**src/rtl/mips_pipe_pkg.sv**
```systemverilog
// Shared definitions for the MIPS inter-stage pipeline registers.
// The per-stage payload structs set the DATA_W of each pipe_skid_reg instance.
package mips_pipe_pkg;

    localparam logic [31:0] NOP_INSTR = 32'h0000_0000;
    localparam logic [31:0] PC_RESET  = 32'h0000_0000;

    typedef struct packed {
        logic [31:0] pcNext;
        logic [31:0] instruction;
    } if_id_t;

    typedef struct packed {
        logic [31:0] pcNext;
        logic [31:0] readData1;
        logic [31:0] readData2;
        logic [31:0] signImm;
        logic [4:0]  rt;
        logic [4:0]  rd;
        logic [9:0]  ctrl;
    } id_ex_t;

    typedef struct packed {
        logic [31:0] aluResult;
        logic [31:0] writeData;
        logic [4:0]  writeReg;
        logic [4:0]  ctrl;
    } ex_mem_t;

    typedef struct packed {
        logic [31:0] readData;
        logic [31:0] aluResult;
        logic [4:0]  writeReg;
        logic [1:0]  ctrl;
    } mem_wb_t;

    localparam int IF_ID_W  = $bits(if_id_t);
    localparam int ID_EX_W  = $bits(id_ex_t);
    localparam int EX_MEM_W = $bits(ex_mem_t);
    localparam int MEM_WB_W = $bits(mem_wb_t);

    function automatic logic [1:0] occCount(input logic mainValid, input logic skidValid);
        return {1'b0, mainValid} + {1'b0, skidValid};
    endfunction

endpackage

```
**src/rtl/pipe_skid_reg.sv**
```systemverilog
// Valid/ready pipeline register with an optional skid slot that keeps i_ready
// registered while still sustaining one transfer per cycle under backpressure.
module pipe_skid_reg
    import mips_pipe_pkg::*;
#(
    parameter int                 DATA_W      = 64,
    parameter bit                 SKID_EN     = 1'b1,
    parameter logic [DATA_W-1:0]  BUBBLE_DATA = {DATA_W{1'b0}}
) (
    input  logic              clk,
    input  logic              rst,
    input  logic              flush,
    input  logic              i_valid,
    output logic              i_ready,
    input  logic [DATA_W-1:0] i_data,
    output logic              o_valid,
    input  logic              o_ready,
    output logic [DATA_W-1:0] o_data,
    output logic [1:0]        o_occ
);

    logic              r_mainValid;
    logic [DATA_W-1:0] r_mainData;
    logic              w_skidValid;
    logic [DATA_W-1:0] w_skidData;
    logic              w_inFire;
    logic              w_mainFree;

    assign w_inFire   = i_valid & i_ready;
    assign w_mainFree = ~r_mainValid | o_ready;

    // The skid entry is older than any incoming word, so it always refills main first.
    always_ff @(posedge clk or posedge rst) begin
        if (rst) begin
            r_mainValid <= 1'b0;
            r_mainData  <= BUBBLE_DATA;
        end else if (flush) begin
            r_mainValid <= 1'b0;
            r_mainData  <= BUBBLE_DATA;
        end else if (w_mainFree) begin
            if (w_skidValid) begin
                r_mainValid <= 1'b1;
                r_mainData  <= w_skidData;
            end else if (w_inFire) begin
                r_mainValid <= 1'b1;
                r_mainData  <= i_data;
            end else begin
                r_mainValid <= 1'b0;
            end
        end
    end

    generate
        if (SKID_EN) begin : g_skid
            logic              r_skidValid;
            logic [DATA_W-1:0] r_skidData;
            logic              w_skidLoad;

            // Park the new word when main is stalled or is busy draining the skid.
            assign w_skidLoad = w_inFire & (r_skidValid | ~w_mainFree);

            always_ff @(posedge clk or posedge rst) begin
                if (rst) begin
                    r_skidValid <= 1'b0;
                    r_skidData  <= BUBBLE_DATA;
                end else if (flush) begin
                    r_skidValid <= 1'b0;
                end else begin
                    r_skidValid <= w_skidLoad | (r_skidValid & ~w_mainFree);
                    if (w_skidLoad) begin
                        r_skidData <= i_data;
                    end
                end
            end

            assign w_skidValid = r_skidValid;
            assign w_skidData  = r_skidData;
            assign i_ready     = ~r_skidValid;
        end else begin : g_noSkid
            assign w_skidValid = 1'b0;
            assign w_skidData  = BUBBLE_DATA;
            assign i_ready     = w_mainFree;
        end
    endgenerate

    assign o_valid = r_mainValid;
    assign o_data  = r_mainData;
    assign o_occ   = occCount(r_mainValid, w_skidValid);

endmodule
```
**config.mk**
```make
export PLATFORM = sky130hd
export DESIGN_NAME = pipe_skid_reg
export DESIGN_NICKNAME = d
export VERILOG_FILES = /design/src/rtl/mips_pipe_pkg.sv /design/src/rtl/pipe_skid_reg.sv
export SDC_FILE = /design/constraint.sdc
export NUM_CORES = 1
export LEC_CHECK = 0
export CAP_MARGIN = 15
export CORE_MARGIN = 10
export CORE_UTILIZATION = 44
export DETAILED_ROUTE_END_ITERATION = 10
export PLACE_DENSITY = 0.75
export SYNTH_ARGS = -nofsm -noshare
export SYNTH_HDL_FRONTEND = slang
export SYNTH_SLANG_ARGS = --single-unit
```
**constraint.sdc**
```tcl
create_clock -name clk -period 4.77 [get_ports clk]
set_clock_uncertainty 0.1 [all_clocks]
set_input_delay 1.1925 -clock clk [delete_from_list [all_inputs] [get_ports clk]]
set_output_delay 1.1925 -clock clk [all_outputs]
set_load 0.03 [all_outputs]
```
==> impl_metrics.py, run 1 <==
metrics = {
    "placement": {
        "gp_congestion": 0.746,
        "dp_hpwl_um": 8570,
        "io_buffers": 136,
    },
    "sta": {
        "fin_tns_setup_ns": 0,
        "fmax_mhz": 291,
        "min_period_ns": 3.44,
        "tightest_slew_ns": 0.967,
        "rsz0062_at_grt": "no",
        "hold_viol": 0,
        "relSlewSlack_pct": 35.6,
        "setup_viol": 0,
        "maxSlewViolCount": 0,
        "fin_hold_ws_ns": 0.389,
        "period_share_pct": 72.1,
    },
    "logic_synthesis": {
        "synth_cells": 362,
        "syn_nets": 432,
        "synth_edf_count": 0,
        "synth-warning-count": 0,
        "async_flop_share_pct": 100,
        "ys_seq_elements": 130,
        "synth_cell_types": 19,
        "avgSynthCellArea_um2": 15.2,
        "yosys.area_share.simple_pct": 0.977,
        "synth.mux.area_fraction_pct": 24.7,
        "synth-seq-area-share_pct": 59.1,
        "synth_fa_ha_area_share_pct": 0.227,
        "netlist_area_um2": 5510,
        "synth_ff_type": "dfrtp_1",
        "synth_top_family_by_area": "multiplexers",
        "synth-xor-area-share_pct": 0,
        "synth-compound-area-share_pct": 11.6,
    },
    "clock_tree": {
        "clock_latency_ns": 0.41,
        "clk_pin_slew_ns": 0.05,
        "post_cts_resized": 0,
        "cts_buffer_depth": 2,
        "post-cts-setup-buffers": 0,
        "cts_tree": "yes",
        "clkSinkCount": 130,
        "clock_tree.htree_level_count": 4,
        "cts_root_buffer": "clkbuf_16",
        "cts_buffers": 17,
        "holdBufCountCts": 0,
    },
    "worst_setup_path": {
        "r2r-end": "g_skid.r_skidData[30]",
        "cpMaxStageDelayCell": "clkdlybuf4s50_1",
        "critical-path-max-stage-delay_ns": 0.61,
        "critPathKind": "flop to output port",
        "path_cells": "buf_4, inv_1, clkdlybuf4s50_1",
        "cp.required_ns": 3.48,
        "worstSetupEndpointType": "output port",
        "critPathArrivalTime_ns": 2.15,
        "r2r_slack_ns": 2.44,
        "r2r-start": "g_skid.r_skidValid",
        "critPathTopFamily": "buffers and inverters",
        "r2r_cells": 3,
        "path_max_fanout": 33,
        "path_buf_inv": 3,
        "critical_path.startpoint_type": "flop",
    },
    "die": {
        "dieArea_um2": 17400,
        "io_pins": 137,
        "core_um2": 12100,
        "die_h_um": 132,
        "start_util_pct": 45.5,
        "rows": 40,
        "die_w_um": 132,
    },
    "global_route": {
        "antenna_found_initial": 0,
        "grt_usage_pct": 15.2,
        "grt_max_degree": 65,
        "grt_pass1_vias": 4027,
        "gr-total-overflow": 0,
        "grt_pass1_wl_um": 21500,
    },
    "detailed_routing": {
        "ant_nets": 0,
        "vias": 3532,
        "route.met3.wl_um": 1030,
        "top_layer": "met4",
        "drc_errors": 0,
        "vias_per_cell": 5.22,
        "wl_per_cell_um": 19.1,
        "wl_met2_um": 6180,
        "dr.pass1.iters": 4,
        "wl_met1_um": 5630,
        "wl_um": 12900,
        "drt_iter0_markers": 142,
    },
    "outcome": {
        "status": "finished clean",
    },
    "finish": {
        "register_area_um2": 3260,
        "final_common_cell": "clkdlybuf4s50_1",
        "final_cell_mix": "clkdlybuf4s50_1 (136), dfrtp_1 (129), mux2i_1 (64), mux2_1 (60), o2bb2ai_1 (54)",
        "final_nets": 565,
        "multi_input_area_um2": 2070,
        "antenna_cells": 0,
        "n_fill_cell": 924,
        "final_layout_size_suffix_gt1_share_pct": 11.8,
        "area_growth_pct": 39.0,
    },
    "run": {
        "maxCapViolations": 0,
    },
    "min_path": {
        "whs_path_depth": 1,
        "hp-class": "flop to flop",
        "hold_start": "g_skid.r_skidData[52]",
        "whs_endpoint": "g_skid.r_skidData[52]",
    },
    "pwr": {
        "power_density_nw_per_um2": 431,
        "p_leak_nw": 3.11,
        "vdd_drop_max_v": 0.000236,
    },
}
cell type report:
cell class	count	area share, %
clock buffer	18	5.74
timing repair buffer	142	18.7
tap	168	2.75
sequential	130	42.5
multi-input combinational	202	27.1
inverter	2	0.131
clock inverter	14	3.07
metrics by stage:
stage | util, % | setup WS (ns) | cells | total power, mW | instance area [um2]
after CTS | 63.2 | 1.29 | 676 | 3.33 | 7660
after global routing | 63.2 | 1.24 | 676 | 3.43 | 7660
after floorplan | - | 0.00816 | 362 | 1.65 | 5510
final | 63.2 | 1.33 | 676 | 3.30 | 7660
after detailed placement | 57.7 | 1.26 | 644 | 1.85 | 6980
after global placement | 57.7 | 1.30 | 644 | 1.83 | 6980
cell families (layout without fill, tap and decap cells):
family	after synthesis	in the layout
adder cells (fa/ha/maj)	1	1
AO/OA/AOI/OAI	66	66
multiplexers	128	128
AND/OR/NAND/NOR	7	7
flip-flops	130	130
buffers and inverters	30	176
routing by layer:
layer / vias to the layer above / track usage (%)
met5: - / 0
met4: 0 / 4.45
met3: 10 / 7.20
met2: 99 / 24.0
met1: 1797 / 18.1
li1: 1626 / -
registers in the layout (all words and copies together), names as in the netlist:
signal	cells
g_skid.r_skidValid	1
g_skid.r_skidData	64
o_valid	1
o_data	64
Yosys cell counts (all sizes together), types with 2 or more instances:
cell / number / area share, %
mux2i: 64 / 12
nor2: 2 / 0.23
buf: 28 / 3.3
inv: 2 / 0.14
mux2: 64 / 13
dfrtp: 130 / 59
o2bb2ai: 64 / 11
where the power goes:
| group | switching [mW] | internal [mW] |
|---|---|---|
| logic | 0.222 | 0.233 |
| clock network | 0.475 | 0.992 |
| registers | 0.0947 | 1.28 |
| total | 0.792 | 2.50 |
worst max-delay path by stage:
| stage | from | cells past startpoint | to |
|---|---|---|---|
| floorplan | rst | 1 | g_skid.r_skidData[0] |
| global placement | flush | 4 | g_skid.r_skidData[22] |
| detailed placement | flush | 4 | g_skid.r_skidData[51] |
| CTS | g_skid.r_skidValid | 3 | i_ready |
| global route | g_skid.r_skidValid | 3 | i_ready |
| finish | g_skid.r_skidValid | 3 | i_ready |
(Power assumes the default switching activity.)
==> run 2, diff against run 1 <==
- clock period: 4.77 -> 2.8 ns (I/O delays scaled with it)
==> run 2 against run 1 <==
  * Core utilization decreased by 0.46 points
  * Sequential power increased by 71%
  * Count of clock-buffer cells in the layout decreased by 1
  * Cell count increased by 0.44%
  * Combinational power increased by 73%
  * Hold slack got worse by 0.0017 ns
  * Critical path depth decreased by 1
  * Clock power increased by 44%
  * First-iteration DRC count increased by 42%
  * Sequential share of layout area increased by 0.32 points
  * Final area decreased by 0.74%
  * Critical path type unchanged
==> impl_metrics.py, run 2 (synthesis results as in run 1) <==
metrics = {
    "global_route": {
        "grt_max_degree": 65,
        "gr-total-overflow": 0,
        "grt_pass1_wl_um": 21800,
        "grt_pass1_vias": 4030,
        "antenna_found_initial": 0,
        "grt_usage_pct": 15.7,
    },
    "sta": {
        "rsz0062_at_grt": "no",
        "min_period_ns": 2.67,
        "period_share_pct": 95.4,
        "fin_tns_setup_ns": 0,
        "fmax_mhz": 374,
        "tightest_slew_ns": 0.640,
        "maxSlewViolCount": 0,
        "relSlewSlack_pct": 57.3,
        "setup_viol": 0,
        "hold_viol": 0,
    },
    "detailed_routing": {
        "ant_nets": 0,
        "dr.pass1.iters": 4,
        "vias": 3556,
        "drt_iter0_markers": 201,
        "wl_per_cell_um": 19.6,
        "wl_um": 13300,
        "drc_errors": 0,
        "vias_per_cell": 5.24,
    },
    "placement": {
        "dp.cells": 647,
        "gp_congestion": 0.736,
        "dp_hpwl_um": 8910,
        "io_buffers": 136,
    },
    "outcome": {
        "status": "finished clean",
    },
    "clock_tree": {
        "post_cts_resized": 0,
        "clock_tree.htree_level_count": 4,
        "cts_buffers": 17,
        "clkSinkCount": 130,
        "clk_pin_slew_ns": 0.06,
        "post-cts-setup-buffers": 0,
        "clock_latency_ns": 0.42,
        "cts_root_buffer": "clkbuf_16",
        "cts_buffer_depth": 2,
        "holdBufCountCts": 0,
        "cts_tree": "yes",
    },
    "worst_setup_path": {
        "critPathArrivalTime_ns": 1.87,
        "critPathKind": "flop to output port",
        "crit_path_end": "o_occ[0]",
        "r2r-start": "g_skid.r_skidValid",
        "path_max_fanout": 4,
        "r2r-end": "o_data[14]",
        "cp.required_ns": 2.00,
        "worstSetupEndpointType": "output port",
        "r2r_cells": 5,
        "critical_path.startpoint_type": "flop",
        "r2r_slack_ns": 0.53,
        "crit_start": "g_skid.r_skidValid",
    },
    "finish": {
        "final_cell_mix": "clkdlybuf4s50_1 (136), dfrtp_1 (129), mux2i_1 (64), mux2_1 (60), o2bb2ai_1 (54)",
        "area_growth_pct": 38.0,
        "antenna_cells": 0,
        "final_nets": 568,
        "final_common_cell": "clkdlybuf4s50_1",
        "final_layout_size_suffix_gt1_share_pct": 12.3,
        "final_cells": 679,
    },
    "die": {
        "start_util_pct": 45.5,
        "die_h_um": 132,
        "dieArea_um2": 17400,
        "io_pins": 137,
        "rows": 40,
        "die_w_um": 132,
        "core_um2": 12100,
    },
    "pwr": {
        "vdd_drop_max_v": 0.000471,
        "p_leak_nw": 3.09,
        "design_power_total_mw": 5.25,
        "power_density_nw_per_um2": 691,
    },
    "min_path": {
        "hp-class": "flop to flop",
    },
    "run": {
        "maxCapViolations": 0,
    },
}
## run 2: worst max-delay path: stages, from the launching register on
cell,delay [ns]
dfrtp_4,0.51
ha_1,0.28
clkdlybuf4s50_1,0.67
## run 2: metrics by stage
step	worst slack, ns	hold slack (ns)	util [%]	cell area [um2]
finish	0.128	0.388	62.8	7600
global route	0.0666	0.401	62.8	7600
CTS	0.0974	0.389	62.8	7600
detailed placement	0.331	0.376	58.1	7030
global placement	0.389	0.372	58.1	7030
floorplan	0.391	0.364	-	5510
## run 2: layer usage
metal	GRT usage, %	up-vias	part of all wire [%]
li1	-	1629	-
met1	19.4	1807	44
met2	23.6	104	46
met3	6.75	16	7.9
met4	6.12	0	1.5
met5	0	-	0
## run 2: report_power, final
part,switching [mW],internal [mW]
clock,0.827,1.30
combinational,0.384,0.402
sequential,0.162,2.18
total,1.37,3.88
## run 2: worst min-delay path by stage
| stage | start | end | depth (start not counted) |
|---|---|---|---|
| floorplan | g_skid.r_skidData[0] | g_skid.r_skidData[0] | 1 |
| global placement | o_data[14] | o_data[14] | 1 |
| detailed placement | o_data[15] | o_data[15] | 1 |
| CTS | o_data[15] | o_data[15] | 1 |
| global route | g_skid.r_skidData[11] | g_skid.r_skidData[11] | 1 |
| finish | o_data[15] | o_data[15] | 1 |
## run 2: final cells by class
| cell class | instances | area, um2 |
|---|---|---|
| Fill cell | 966 | 4510 |
| Sequential cell | 130 | 3260 |
| Multi-Input combinational cell | 202 | 2070 |
| Timing Repair Buffer | 145 | 1480 |
| Clock buffer | 17 | 425 |
| Tap cell | 168 | 210 |
| Clock inverter | 15 | 144 |
| Inverter | 2 | 11.3 |
==> run 3, diff against run 2 <==
- CORE_MARGIN: 10 -> 1.5
- REMOVE_ABC_BUFFERS: default -> 1
==> run 3 against run 2 <==
  * Clock power fell by 4%
  * Die area is 24% lower
  * Critical path depth did not move
  * Hold slack worse by 0.0014 ns
  * Setup slack got worse by 0.0012 ns
  * Flip-flop and latch count unchanged
  * Fmax hardly changed
==> impl_metrics.py, run 3 (synthesis results as in run 1) <==
metrics = {
    "detailed_routing": {
        "ant_nets": 0,
        "vias_per_cell": 5.25,
        "wl_um": 12000,
        "dr.pass1.iters": 4,
        "wl_per_cell_um": 17.8,
        "vias": 3554,
        "drc_errors": 0,
        "drt_iter0_markers": 153,
    },
    "worst_setup_path": {
        "critical-path-max-stage-delay_ns": 0.66,
        "r2r_cells": 4,
        "cp.required_ns": 2.00,
        "cpMaxStageDelayCell": "clkdlybuf4s50_1",
        "critPathArrivalTime_ns": 1.87,
        "path_max_fanout": 5,
        "crit_cells": 2,
        "critPathTopFamily": "buffers and inverters",
        "path_cells": "ha_1, clkdlybuf4s50_1",
        "path_buf_inv": 1,
        "critical_path.startpoint_type": "flop",
        "critPathKind": "flop to output port",
        "worstSetupEndpointType": "output port",
    },
    "sta": {
        "tightest_slew_ns": 0.628,
        "setup_viol": 0,
        "min_period_ns": 2.67,
        "setup_ws_ns": 0.127,
        "maxSlewViolCount": 0,
        "hold_viol": 0,
        "period_share_pct": 95.5,
        "fin_tns_setup_ns": 0,
        "relSlewSlack_pct": 58.2,
        "fin_hold_ws_ns": 0.386,
        "rsz0062_at_grt": "no",
        "fmax_mhz": 374,
    },
    "clock_tree": {
        "holdBufCountCts": 0,
        "clock_latency_ns": 0.41,
        "post_cts_resized": 0,
        "cts_buffer_depth": 2,
        "cts_tree": "yes",
        "clk_pin_slew_ns": 0.05,
        "post-cts-setup-buffers": 0,
        "cts_root_buffer": "clkbuf_16",
        "clkSinkCount": 130,
        "cts_buffers": 17,
        "clock_tree.htree_level_count": 4,
    },
    "die": {
        "core_um2": 12100,
        "start_util_pct": 45.5,
        "dieArea_um2": 13200,
        "die_w_um": 115,
        "die_h_um": 115,
        "io_pins": 137,
        "rows": 40,
    },
    "finish": {
        "final_core_util_pct": 62.7,
        "final_cell_mix": "clkdlybuf4s50_1 (136), dfrtp_1 (129), mux2i_1 (64), mux2_1 (60), o2bb2ai_1 (54)",
        "final_nets": 568,
        "final_cells": 677,
        "final_area_um2": 7590,
        "area_growth_pct": 37.8,
        "final_common_cell": "clkdlybuf4s50_1",
        "final_layout_size_suffix_gt1_share_pct": 11.4,
        "n_fill_cell": 945,
        "antenna_cells": 0,
    },
    "global_route": {
        "gr-total-overflow": 0,
        "grt_pass1_wl_um": 19900,
        "grt_max_degree": 65,
        "grt_pass1_vias": 3885,
        "grt_usage_pct": 19.8,
        "antenna_found_initial": 0,
    },
    "pwr": {
        "p_leak_nw": 3.09,
        "p_comb_share_pct": 15.1,
        "vdd_drop_max_v": 0.000368,
        "clockPowerShare_pct": 39.5,
        "design_power_total_mw": 5.15,
        "internal-power_mw": 3.88,
        "pwr-share-seq_pct": 45.4,
        "p_switching_mw": 1.27,
        "swShare_pct": 24.7,
        "power_density_nw_per_um2": 679,
    },
    "placement": {
        "io_buffers": 136,
        "gp_congestion": 0.724,
        "dp_slack_ns": 0.362,
        "dp_hpwl_um": 7490,
        "placed_area_um2": 7040,
        "dp.cells": 647,
    },
    "min_path": {
        "hp-class": "flop to flop",
        "whs_path_depth": 1,
    },
    "outcome": {
        "status": "finished clean",
    },
    "run": {
        "maxCapViolations": 0,
    },
}
-- run 3: routing by layer --
metal	up-vias	part of all wire [%]	GRT usage (%)
met5	-	0	0
met4	0	1.7	7.57
met3	18	4.4	5.75
met2	95	47	31.3
met1	1823	46	25.9
li1	1618	-	-
-- run 3: area by class of cell --
cell class | instances | area (um2) | area share, %
Sequential cell | 130 | 3260 | 42.9
Multi-Input combinational cell | 202 | 2070 | 27.3
Timing Repair Buffer | 145 | 1490 | 19.7
Clock buffer | 24 | 492 | 6.48
Tap cell | 168 | 210 | 2.77
Clock inverter | 6 | 55.1 | 0.725
Inverter | 2 | 10.0 | 0.132
-- run 3: final timing paths --
| path | slack, ns | from | to |
|---|---|---|---|
| max in group asynchronous | 1.38 | rst | g_skid.r_skidValid |
| min in group asynchronous | 0.57 | rst | g_skid.r_skidData[36] |
| min | 0.39 | o_data[37] | o_data[37] |
| min reg2reg | 0.39 | o_data[37] | o_data[37] |
| max reg2reg | 0.60 | g_skid.r_skidValid | o_data[31] |
| max | 0.13 | g_skid.r_skidValid | o_occ[0] |
-- run 3: power groups by stage --
stage | Sequential [mW] | Clock [mW] | Combinational, mW
floorplan | 2.46 | 0 | 0.331
global placement | 2.35 | 0 | 0.763
detailed placement | 2.37 | 0 | 0.790
CTS | 2.34 | 2.08 | 0.792
global route | 2.38 | 2.18 | 0.845
finish | 2.34 | 2.04 | 0.779
